**config.mk**
```make
export PLATFORM = sky130hd
export DESIGN_NAME = vram_tile_write_scheduler_flat
export DESIGN_NICKNAME = d
export VERILOG_FILES = /design/src/rtl/vram_tile_write_scheduler_if.sv /design/src/rtl/vram_tile_write_scheduler.sv /design/src/flat_wrapper.sv
export SDC_FILE = /design/constraint.sdc
export NUM_CORES = 1
export LEC_CHECK = 0
export CORE_MARGIN = 5
export CORE_UTILIZATION = 55
export DETAILED_ROUTE_END_ITERATION = 6
export GPL_ROUTABILITY_DRIVEN = 0
export GPL_TIMING_DRIVEN = 0
export PLACE_DENSITY = 0.74
export SLEW_MARGIN = 0
export SYNTH_ARGS = -nofsm -noshare
export SYNTH_HDL_FRONTEND = slang
export SYNTH_SLANG_ARGS = --single-unit
```
**constraint.sdc**
```tcl
create_clock -name clk -period 5.6 [get_ports clk]
set_input_delay 1.68 -clock clk [delete_from_list [all_inputs] [get_ports clk]]
set_output_delay 1.68 -clock clk [all_outputs]
set_load 0.005 [all_outputs]
```
**src/rtl/vram_tile_write_scheduler_if.sv**
```systemverilog
// Bus bundle between the MCU decoder / fill requester, the write scheduler and
// the write port of vram_tile_memory.
interface vram_tile_write_scheduler_if #(
    parameter int ADDR_W     = 15,
    parameter int DATA_W     = 16,
    parameter int FIFO_DEPTH = 16
);
    localparam int LVL_W = $clog2(FIFO_DEPTH) + 1;

    logic              cpu_wr_valid;
    logic              cpu_wr_ready;
    logic [ADDR_W-1:0] cpu_wr_addr;
    logic [DATA_W-1:0] cpu_wr_data;
    logic              fill_start;
    logic [ADDR_W-1:0] fill_base;
    logic [ADDR_W:0]   fill_count;
    logic [DATA_W-1:0] fill_data;
    logic              fill_ready;
    logic              fill_busy;
    logic              gate_en;
    logic              blank;
    logic [LVL_W-1:0]  fifo_level;
    logic              write_enable;
    logic [ADDR_W-1:0] write_addr;
    logic [DATA_W-1:0] write_data;

    modport master (
        output cpu_wr_valid, cpu_wr_addr, cpu_wr_data,
        output fill_start, fill_base, fill_count, fill_data,
        output gate_en, blank,
        input  cpu_wr_ready, fill_ready, fill_busy, fifo_level,
        input  write_enable, write_addr, write_data
    );

    modport slave (
        input  cpu_wr_valid, cpu_wr_addr, cpu_wr_data,
        input  fill_start, fill_base, fill_count, fill_data,
        input  gate_en, blank,
        output cpu_wr_ready, fill_ready, fill_busy, fifo_level,
        output write_enable, write_addr, write_data
    );
endinterface

```
**src/rtl/vram_tile_write_scheduler.sv**
```systemverilog
// Owns the vram_tile_memory write port: queues MCU pixel-pair writes in a FIFO and
// runs a bulk fill engine, committing one write per cycle only inside the write window.
module vram_tile_write_scheduler #(
    parameter int ADDR_W     = 15,
    parameter int DATA_W     = 16,
    parameter int FIFO_DEPTH = 16
) (
    input logic                        clk,
    input logic                        reset,
    vram_tile_write_scheduler_if.slave bus
);
    localparam int PTR_W = $clog2(FIFO_DEPTH);
    localparam int LVL_W = PTR_W + 1;

    typedef enum logic [1:0] {IDLE, DRAIN, FILL} state_t;

    state_t            state_q, state_d;
    logic [ADDR_W-1:0] fifo_addr_mem [FIFO_DEPTH];
    logic [DATA_W-1:0] fifo_data_mem [FIFO_DEPTH];
    logic [PTR_W-1:0]  wr_ptr_q, wr_ptr_d;
    logic [PTR_W-1:0]  rd_ptr_q, rd_ptr_d;
    logic [LVL_W-1:0]  level_q, level_d;
    logic [ADDR_W-1:0] fill_addr_q, fill_addr_d;
    logic [ADDR_W:0]   fill_rem_q, fill_rem_d;
    logic [DATA_W-1:0] fill_data_q, fill_data_d;
    logic              write_en_q, write_en_d;
    logic [ADDR_W-1:0] write_addr_q, write_addr_d;
    logic [DATA_W-1:0] write_data_q, write_data_d;

    logic window;
    logic fifo_empty;
    logic fifo_full;
    logic push;
    logic pop;
    logic fill_issue;
    logic fill_ready;

    assign window     = !bus.gate_en || bus.blank;
    assign fifo_empty = (level_q == '0);
    assign fifo_full  = (level_q == LVL_W'(FIFO_DEPTH));
    assign push       = bus.cpu_wr_valid && bus.cpu_wr_ready;

    assign bus.cpu_wr_ready = !reset && !fifo_full;
    assign bus.fill_ready   = fill_ready;
    assign bus.fill_busy    = (state_q == FILL);
    assign bus.fifo_level   = level_q;
    assign bus.write_enable = write_en_q;
    assign bus.write_addr   = write_addr_q;
    assign bus.write_data   = write_data_q;

    // The head entry may be popped straight from IDLE so an MCU write reaches the
    // memory port two cycles after acceptance; a pop that empties the FIFO lands in IDLE.
    always_comb begin
        state_d      = state_q;
        pop          = 1'b0;
        fill_issue   = 1'b0;
        fill_ready   = 1'b0;
        fill_addr_d  = fill_addr_q;
        fill_rem_d   = fill_rem_q;
        fill_data_d  = fill_data_q;

        case (state_q)
            IDLE: begin
                fill_ready = fifo_empty;
                if (bus.fill_start && fifo_empty && (bus.fill_count != '0)) begin
                    state_d     = FILL;
                    fill_addr_d = bus.fill_base;
                    fill_rem_d  = bus.fill_count;
                    fill_data_d = bus.fill_data;
                end else if (!fifo_empty) begin
                    state_d = DRAIN;
                    pop     = window;
                end
            end
            DRAIN: begin
                pop = window && !fifo_empty;
            end
            FILL: begin
                if (window) begin
                    fill_issue  = 1'b1;
                    fill_addr_d = fill_addr_q + 1'b1;
                    fill_rem_d  = fill_rem_q - 1'b1;
                    if (fill_rem_q == {{ADDR_W{1'b0}}, 1'b1}) begin
                        state_d = IDLE;
                    end
                end
            end
            default: state_d = IDLE;
        endcase

        wr_ptr_d = push ? wr_ptr_q + 1'b1 : wr_ptr_q;
        rd_ptr_d = pop ? rd_ptr_q + 1'b1 : rd_ptr_q;
        level_d  = level_q + LVL_W'(push) - LVL_W'(pop);

        if ((state_d == DRAIN) && (level_d == '0)) begin
            state_d = IDLE;
        end

        write_en_d   = pop || fill_issue;
        write_addr_d = write_addr_q;
        write_data_d = write_data_q;
        if (pop) begin
            write_addr_d = fifo_addr_mem[rd_ptr_q];
            write_data_d = fifo_data_mem[rd_ptr_q];
        end else if (fill_issue) begin
            write_addr_d = fill_addr_q;
            write_data_d = fill_data_q;
        end
    end

    always_ff @(posedge clk) begin
        if (push) begin
            fifo_addr_mem[wr_ptr_q] <= bus.cpu_wr_addr;
            fifo_data_mem[wr_ptr_q] <= bus.cpu_wr_data;
        end
    end

    // Reset empties the FIFO and aborts any fill in progress.
    always_ff @(posedge clk) begin
        if (reset) begin
            state_q      <= IDLE;
            wr_ptr_q     <= '0;
            rd_ptr_q     <= '0;
            level_q      <= '0;
            fill_addr_q  <= '0;
            fill_rem_q   <= '0;
            fill_data_q  <= '0;
            write_en_q   <= 1'b0;
            write_addr_q <= '0;
            write_data_q <= '0;
        end else begin
            state_q      <= state_d;
            wr_ptr_q     <= wr_ptr_d;
            rd_ptr_q     <= rd_ptr_d;
            level_q      <= level_d;
            fill_addr_q  <= fill_addr_d;
            fill_rem_q   <= fill_rem_d;
            fill_data_q  <= fill_data_d;
            write_en_q   <= write_en_d;
            write_addr_q <= write_addr_d;
            write_data_q <= write_data_d;
        end
    end
endmodule

```
**src/flat_wrapper.sv**
```systemverilog
// flat-port wrapper written by rule: the top's interface ports become plain ports
module vram_tile_write_scheduler_flat 
#(
    parameter int ADDR_W     = 15,
    parameter int DATA_W     = 16,
    parameter int FIFO_DEPTH = 16
)
  (clk, reset, bus_cpu_wr_valid, bus_cpu_wr_addr, bus_cpu_wr_data, bus_fill_start, bus_fill_base, bus_fill_count, bus_fill_data, bus_gate_en, bus_blank, bus_cpu_wr_ready, bus_fill_ready, bus_fill_busy, bus_fifo_level, bus_write_enable, bus_write_addr, bus_write_data);
  vram_tile_write_scheduler_if #(.ADDR_W(ADDR_W), .DATA_W(DATA_W), .FIFO_DEPTH(FIFO_DEPTH)) bus_i ();
  input logic clk;
  input logic reset;
  input wire logic [$bits(bus_i.cpu_wr_valid)-1:0] bus_cpu_wr_valid;
  input wire logic [$bits(bus_i.cpu_wr_addr)-1:0] bus_cpu_wr_addr;
  input wire logic [$bits(bus_i.cpu_wr_data)-1:0] bus_cpu_wr_data;
  input wire logic [$bits(bus_i.fill_start)-1:0] bus_fill_start;
  input wire logic [$bits(bus_i.fill_base)-1:0] bus_fill_base;
  input wire logic [$bits(bus_i.fill_count)-1:0] bus_fill_count;
  input wire logic [$bits(bus_i.fill_data)-1:0] bus_fill_data;
  input wire logic [$bits(bus_i.gate_en)-1:0] bus_gate_en;
  input wire logic [$bits(bus_i.blank)-1:0] bus_blank;
  output wire logic [$bits(bus_i.cpu_wr_ready)-1:0] bus_cpu_wr_ready;
  output wire logic [$bits(bus_i.fill_ready)-1:0] bus_fill_ready;
  output wire logic [$bits(bus_i.fill_busy)-1:0] bus_fill_busy;
  output wire logic [$bits(bus_i.fifo_level)-1:0] bus_fifo_level;
  output wire logic [$bits(bus_i.write_enable)-1:0] bus_write_enable;
  output wire logic [$bits(bus_i.write_addr)-1:0] bus_write_addr;
  output wire logic [$bits(bus_i.write_data)-1:0] bus_write_data;
  assign bus_i.cpu_wr_valid = bus_cpu_wr_valid;
  assign bus_i.cpu_wr_addr = bus_cpu_wr_addr;
  assign bus_i.cpu_wr_data = bus_cpu_wr_data;
  assign bus_i.fill_start = bus_fill_start;
  assign bus_i.fill_base = bus_fill_base;
  assign bus_i.fill_count = bus_fill_count;
  assign bus_i.fill_data = bus_fill_data;
  assign bus_i.gate_en = bus_gate_en;
  assign bus_i.blank = bus_blank;
  assign bus_cpu_wr_ready = bus_i.cpu_wr_ready;
  assign bus_fill_ready = bus_i.fill_ready;
  assign bus_fill_busy = bus_i.fill_busy;
  assign bus_fifo_level = bus_i.fifo_level;
  assign bus_write_enable = bus_i.write_enable;
  assign bus_write_addr = bus_i.write_addr;
  assign bus_write_data = bus_i.write_data;
  vram_tile_write_scheduler #(.ADDR_W(ADDR_W), .DATA_W(DATA_W), .FIFO_DEPTH(FIFO_DEPTH)) u_core (.clk(clk), .reset(reset), .bus(bus_i));
endmodule
```
==> out/results.md, run 1 <==
### Status
- **status** complete, no violations

### STA
- **Worst Max-Slew Pin Slew** 938 ps
- **Max-Slew Margin vs Limit** 37.5%
- **least setup slack across all paths after layout** 660 ps
- **post-route clock period utilization** 88.2%
- **final number of setup-violating endpoints** 0
- **number of hold violations in the final report** 0
- **time the final worst path needs with I/O delays and setup** 4940 ps
- **Fin Hold WS** 479 ps
- **number of slew-limit violations in the final report** 0
- **setup repair after global routing missed its margin** false
- **achievable frequency** 202 MHz
- **clock skew** 20.6 ps

### Clock network
- **# clock sinks** 594
- **clock slew at reported path FFs** 60 ps
- **buffers inserted during post-CTS setup optimization** 0
- **quantity of hold-fixing buffers added after cts** 0
- **CTS-repair resized insts** 0
- **buffers from clock root to sink, at most** 3
- **library cell used as clock root buffer** sky130_fd_sc_hd__clkbuf_16
- **clock tree from TritonCTS** done
- **total clock buffers created by CTS** 57
- **Clock H-tree levels** 2
- **clock latency on the worst-skew pair** 610 ps

### Power and ir drop
- **Sw Pwr** 3.49 mW
- **worst voltage drop across the vdd grid** 0.000212 V
- **cell-internal power** 8.78 mW
- **part of the power in registers** 42.6%
- **total power divided by cell area** 441 mW/mm^2
- **portion of total power attributed to the clock network** 31.0%
- **fraction of power spent switching nets** 28.5%
- **Power Total** 12.3 mW
- **Leakage Power** 8.77 nW
- **relative contribution of combinational cells to total power** 26.4%

### Die
- **row cnt** 75
- **Core Box Area** 0.0421 mm^2
- **boundary pin count** 124
- **floorplan die height** 217 um
- **Die Footprint** 0.0470 mm^2
- **starting utilization of the core area** 55.9%
- **horizontal extent of the die** 217 um

### Yosys
- **Synthesis Warnings** 0
- **fraction of post-synthesis cell area in the top cell type by area** 63.3%
- **flop and latch count out of synthesis** 594
- **Cell Area, Synth** 0.0235 mm^2
- **share of the yosys chip area belonging to registers** 71.6%
- **async set-reset flop share out of synthesis** 0%
- **mean cell area of the mapped netlist** 17.5 um^2
- **distinct cell type count after synthesis** 54
- **cell count after synthesis** 1344
- **Post-synth top flop** sky130_fd_sc_hd__edfxtp_1
- **total nets after synthesis** 1443
- **number of flops mapped to enable cells by yosys** 496
- **largest cells by area after synthesis** sky130_fd_sc_hd__edfxtp_1 (63%), sky130_fd_sc_hd__mux4_2 (12%), sky130_fd_sc_hd__dfxtp_1 (8.3%), sky130_fd_sc_hd__mux2_2 (3.0%), sky130_fd_sc_hd__nand2_1 (1.6%)
- **cell type contributing the most total cell area after synthesis** sky130_fd_sc_hd__edfxtp_1

### Place
- **# placed instances** 2033
- **port buffer count** 122
- **post-placement setup slack** 667 ps
- **estimated wirelength of the detail-placed design** 37.8 mm

### Global routing
- **number of antenna violations at the first check in global routing** 2
- **global-route usage over all layers** 25.1%
- **first-pass GRT wire length** 88.3 mm
- **leftover overflow at the end of global routing** 0
- **vias in the first global route** 14000
- **pin count of the biggest net entering global routing** 22

### Layout
- **final net count** 1652
- **most common cell after layout, fill and taps aside** sky130_fd_sc_hd__edfxtp_1
- **relative area change from synthesis to final layout** 18.3%
- **most used cells in the layout excluding fill and tap cells** sky130_fd_sc_hd__edfxtp_1 (496), sky130_fd_sc_hd__mux4_2 (124), sky130_fd_sc_hd__clkdlybuf4s50_1 (122)
- **share of final-layout standard cells stronger than drive strength 1** 22.2%
- **non-filler cells in the finished layout** 2140
- **total of fill cells in the finished design** 2750

### Worst hold path
- **worst hold start** u_core.fill_data_q[0]
- **Hold Crit Endpoint** u_core.bus.write_data[0]
- **Hold WC Path Type** reg2reg
- **Hold Crit Depth** 2

### Worst setup path
- **cells traversed along the worst timing path** clkbuf_1 > clkbuf_1 > a21oi_1 > clkdlybuf4s50_1
- **reg-to-reg slack, setup** 2120 ps
- **Data required, critical path** 3920 ps
- **critical path fanouts, max** 10
- **Bufs and invs on worst path** 3
- **terminus of the critical flop-to-flop path** u_core.fifo_addr_mem[0][6]
- **Worst path top cell family by delay** buffers and inverters
- **Crit. End Element** primary output
- **launching element type of the critical path** primary input
- **reg-to-reg startpoint** u_core.bus.fifo_level[2]
- **peak per-stage delay on the critical path** 560 ps
- **critical path class** in2out
- **Worst R2R Path Depth** 8
- **Crit path arrival time** 3260 ps
- **Worst path most repeated cell** sky130_fd_sc_hd__clkbuf_1
- **Slowest cell on crit path** sky130_fd_sc_hd__clkbuf_1

### Drt
- **count of unresolved DRC violations after routing** 0
- **final WL** 58.6 mm
- **average wire per cell in the routed design** 27.4 um
- **Detail Route Antenna Nets** 0
- **number of violations reported at the end of detailed-routing iteration 0** 1719
- **Via density** 6.40
- **count of TritonRoute iterations in the first routing pass** 5
- **total via count after detailed routing** 13700

### Flow run
- **total of max-cap violations** 0

[cells by family after synthesis]
kind of cell / Yosys count / synth area share [%]
flops: 594 / 71.6
simple gates: 250 / 4.92
mux: 205 / 15.6
compound gates: 168 / 4.66
buf+inv: 100 / 1.87
fa+ha+maj: 15 / 0.829
xor+xnor: 12 / 0.447
[how the worst max path moves through the flow]
stage | start | to | slack, ps | cells after the start
after floorplan | reset | u_core.fifo_addr_mem[3][0] | 340 | 5
after global placement | bus_cpu_wr_valid | u_core.fifo_addr_mem[3][5] | -2810 | 5
after detailed placement | reset | bus_cpu_wr_ready | 670 | 4
after CTS | reset | bus_cpu_wr_ready | 670 | 4
after global routing | reset | bus_cpu_wr_ready | 600 | 4
final | reset | bus_cpu_wr_ready | 660 | 4
[flip-flops by register name (all words and copies together) (netlist names), named ones only]
| signal | cells |
|---|---|
| u_core.bus.fifo_level | 5 |
| u_core.bus.write_addr | 15 |
| u_core.bus.write_data | 16 |
| u_core.bus.write_enable | 1 |
| u_core.fifo_addr_mem | 240 |
| u_core.fifo_data_mem | 256 |
| u_core.fill_addr_q | 15 |
| u_core.fill_data_q | 16 |
| u_core.fill_rem_q | 16 |
| u_core.rd_ptr_q | 4 |
| u_core.state_q | 2 |
| u_core.wr_ptr_q | 4 |
[synthesized netlist by cell type, types with 24 or more instances]
cell / number
sky130_fd_sc_hd__edfxtp_1: 496
sky130_fd_sc_hd__mux4_2: 124
sky130_fd_sc_hd__nand2_1: 99
sky130_fd_sc_hd__dfxtp_1: 98
sky130_fd_sc_hd__nor2_1: 73
sky130_fd_sc_hd__mux2_2: 63
sky130_fd_sc_hd__a21oi_1: 50
sky130_fd_sc_hd__clkbuf_1: 45
sky130_fd_sc_hd__a311oi_1: 31
sky130_fd_sc_hd__o22ai_1: 31
sky130_fd_sc_hd__buf_2: 25
sky130_fd_sc_hd__o21ai_0: 24
[tightest hold or removal path: cells and delay by family, from the launching register on]
kind | cells | cell delay, ps
AOI/OAI and AO/OA | 1 | 70
DFF | 1 | 310
and+or+nand+nor | 1 | 50
[power by group through the flow]
| stage | clock network (mW) | registers (mW) | logic [mW] |
|---|---|---|---|
| global route | 4.04 | 5.25 | 3.47 |
| finish | 3.81 | 5.23 | 3.24 |
| CTS | 3.84 | 5.22 | 3.24 |
| detailed placement | 0 | 5.31 | 3.20 |
| floorplan | 0 | 5.27 | 2.06 |
| global placement | 0 | 5.31 | 3.12 |
[layer usage]
layer / global-route usage [%] / part of all wire, % / vias up
met2: 40.9 / 49 / 780
met1: 34.9 / 39 / 7017
met3: 5.14 / 9.4 / 107
met5: 0 / 0.022 / -
met4: 7.67 / 2.6 / 2
li1: - / - / 5788
[cell type report]
class	count	area [um^2]	area share (%)
inverters	16	60.1	0.216
clock buffers	71	1520	5.47
flip-flops and latches	594	16900	60.6
plain buffers	84	380	1.37
clock inverters	35	329	1.18
diodes	1	2.50	0.00899
repair buffers	150	1660	5.97
multi-input cells	650	6350	22.8
well taps	539	674	2.42
[through the flow]
| stage | util (%) | cell area (um^2) | setup TNS [ps] |
|---|---|---|---|
| final | 66.1 | 27800 | 0 |
| after global routing | 66.0 | 27800 | 0 |
| after CTS | 66.0 | 27800 | 0 |
| after detailed placement | 61.7 | 26000 | 0 |
| after global placement | 60.4 | 25400 | -617240 |
| after floorplan | - | 23500 | 0 |
Note: power is estimated with default switching activity, not from simulation.
==> run 2: changes to the inputs <==
- CTS_BUF_LIST: unset -> sky130_fd_sc_hd__clkbuf_8
==> out/results.md, run 2 (same netlist as run 1, synthesis figures left out) <==
### Status
- **status** complete, no violations

### STA
- **final number of setup-violating endpoints** 0, unchanged
- **Worst Max-Slew Pin Slew** 904 ps, -33.3 ps
- **Max-Slew Margin vs Limit** 39.7%, +2.2 points
- **post-route clock period utilization** 88.2%, about the same
- **least setup slack across all paths after layout** 661 ps, +1.26 ps
- **time the final worst path needs with I/O delays and setup** 4940 ps, -1.25 ps
- **setup repair after global routing missed its margin** false
- **achievable frequency** 202 MHz, about the same
- **number of slew-limit violations in the final report** 0, unchanged
- **clock skew** 24.2 ps, +3.66 ps
- **number of hold violations in the final report** 0, unchanged

### Layout
- **number of flip-flops in the largest register** 256, unchanged
- **share of final-layout standard cells stronger than drive strength 1** 23.1%, +0.95 points
- **design area** 0.0276 mm^2, -0.85%
- **relative area change from synthesis to final layout** 17.3%
- **largest register by flop count** u_core.fifo_data_mem
- **most used cells in the layout excluding fill and tap cells** sky130_fd_sc_hd__edfxtp_1 (496), sky130_fd_sc_hd__mux4_2 (124), sky130_fd_sc_hd__clkdlybuf4s50_1 (122)
- **final net count** 1686, +2.1%
- **utilization of the core after routing** 65.5%, -0.56 points
- **antenna cell count** 0, -1
- **most common cell after layout, fill and taps aside** sky130_fd_sc_hd__edfxtp_1
- **Top Registers** u_core.fifo_data_mem x256, u_core.fifo_addr_mem x240

### Global routing
- **pin count of the biggest net entering global routing** 22, unchanged
- **global-route usage over all layers** 24.4%, -0.65 points
- **vias in the first global route** 14000, +0.36%
- **number of antenna violations at the first check in global routing** 1, -1
- **leftover overflow at the end of global routing** 0, unchanged
- **first-pass GRT wire length** 86.6 mm, -1.9%

### Die
- **row cnt** 75, unchanged
- **floorplan die height** 217 um, unchanged
- **Die Footprint** 0.0470 mm^2, unchanged
- **horizontal extent of the die** 217 um, unchanged
- **boundary pin count** 124, unchanged
- **Core Box Area** 0.0421 mm^2, unchanged
- **starting utilization of the core area** 55.9%, unchanged

### Power and ir drop
- **worst voltage drop across the vdd grid** 0.000237 V, +12%
- **Leakage Power** 8.81 nW, +0.49%
- **fraction of power spent switching nets** 29.7%, +1.3 points
- **portion of total power attributed to the clock network** 27.5%, -3.5 points
- **total power divided by cell area** 422 mW/mm^2, -4.3%
- **cell-internal power** 8.19 mW, -6.8%
- **relative contribution of combinational cells to total power** 27.6%, +1.2 points
- **Sw Pwr** 3.46 mW, -0.85%
- **part of the power in registers** 44.9%, +2.3 points

### Clock network
- **total clock buffers created by CTS** 91, +60%
- **# clock sinks** 594, unchanged
- **CTS-repair resized insts** 0, unchanged
- **clock slew at reported path FFs** 60 ps, about the same
- **Clock H-tree levels** 3, +1
- **clock tree from TritonCTS** done
- **buffers inserted during post-CTS setup optimization** 0, unchanged
- **quantity of hold-fixing buffers added after cts** 0, unchanged
- **clock latency on the worst-skew pair** 640 ps, +30 ps
- **library cell used as clock root buffer** sky130_fd_sc_hd__clkbuf_8
- **buffers from clock root to sink, at most** 3, unchanged

### Drt
- **total via count after detailed routing** 13600, -0.77%
- **average wire per cell in the routed design** 25.9 um, -5.2%
- **Via density** 6.18, -3.4%
- **final WL** 57.0 mm, -2.6%
- **count of TritonRoute iterations in the first routing pass** 5, unchanged
- **number of violations reported at the end of detailed-routing iteration 0** 1664, -3.2%
- **Detail Route Antenna Nets** 0, unchanged
- **count of unresolved DRC violations after routing** 0, unchanged

### Worst setup path
- **Worst path top cell family by delay** buffers and inverters
- **Slowest cell on crit path** sky130_fd_sc_hd__clkbuf_1
- **launching element type of the critical path** primary input
- **Crit. End Element** primary output
- **critical path fanouts, max** 10, unchanged
- **reg-to-reg startpoint** u_core.bus.fifo_level[2]
- **Data required, critical path** 3920 ps, about the same
- **critical path class** in2out
- **Critical Path Start** reset
- **peak per-stage delay on the critical path** 550 ps, about the same
- **Worst path most repeated cell** sky130_fd_sc_hd__clkbuf_1
- **Bufs and invs on worst path** 3, unchanged
- **cells traversed along the worst timing path** clkbuf_1 > clkbuf_1 > a21oi_1 > clkdlybuf4s50_1
- **Crit path arrival time** 3260 ps, about the same

### Flow run
- **total of max-cap violations** 0, unchanged

### Worst hold path
- **worst hold start** u_core.fill_data_q[0]
- **Hold WC Path Type** reg2reg

### Place
- **estimated wirelength of the detail-placed design** 37.8 mm, unchanged
- **Placed Area** 0.0260 mm^2, unchanged
- **post-placement setup slack** 667 ps, unchanged
- **port buffer count** 122, unchanged

==> run 2: cell types whose count changed in the layout (fill, tap and decap cells not counted), moves of 5 or more <==
cell / delta
sky130_fd_sc_hd__bufinv_16: -5
sky130_fd_sc_hd__inv_1: +30
sky130_fd_sc_hd__clkbuf_1: -12
sky130_fd_sc_hd__clkinv_1: +13
sky130_fd_sc_hd__clkbuf_16: -59
sky130_fd_sc_hd__clkbuf_8: +94
==> run 2: area by class of cell <==
class / instances / area (um^2)
buffer: 84 / 380
tap: 539 / 674
fill: 2823 / 14500
inverter: 16 / 60.1
sequential: 594 / 16900
timing repair buffer: 150 / 1660
clock inverter: 72 / 324
clock buffer: 94 / 1290
multi-input combinational: 650 / 6350
==> run 2: per-layer routing <==
metal	GRT usage, %	up-vias	routed length [um]
met3	5.38	89	5490
met5	0	-	13
li1	-	5867	-
met1	34.4	6894	22900
met2	39.2	737	27400
met4	7.04	2	1240
==> run 2: worst min-delay path: cells and delay by family, from the launching register on <==
family | cells | cell delay, ps
flops | 1 | 310
compound gates | 1 | 70
simple gates | 1 | 60
==> run 2: through the flow <==
| stage | instances | total power [mW] | setup TNS, ps | hold slack [ps] |
|---|---|---|---|---|
| after floorplan | 1344 | 7.33 | 0 | 448 |
| after global placement | 2005 | 8.43 | -617240 | 467 |
| after detailed placement | 2033 | 8.51 | 0 | 474 |
| after CTS | 2199 | 11.7 | 0 | 483 |
| after global routing | 2199 | 12.2 | 0 | 512 |
| final | 2199 | 11.6 | 0 | 486 |
==> run 2: power by group through the flow <==
stage                     Clock (mW)  Combinational, mW  Sequential (mW)
after floorplan                    0               2.06             5.27
after global placement             0               3.12             5.31
after detailed placement           0               3.20             5.31
after CTS                       3.24               3.22             5.22
after global routing            3.46               3.45             5.25
final                           3.20               3.22             5.23
==> run 2: final timing paths <==
check                               endpoint  slack (ps)  depth (start not counted)
setup reg to reg  u_core.fifo_addr_mem[0][6]        2130                          8
hold reg to reg     u_core.bus.write_data[0]         490                          2
setup / recovery            bus_cpu_wr_ready         660                          4
hold / removal      u_core.bus.write_data[0]         490                          2
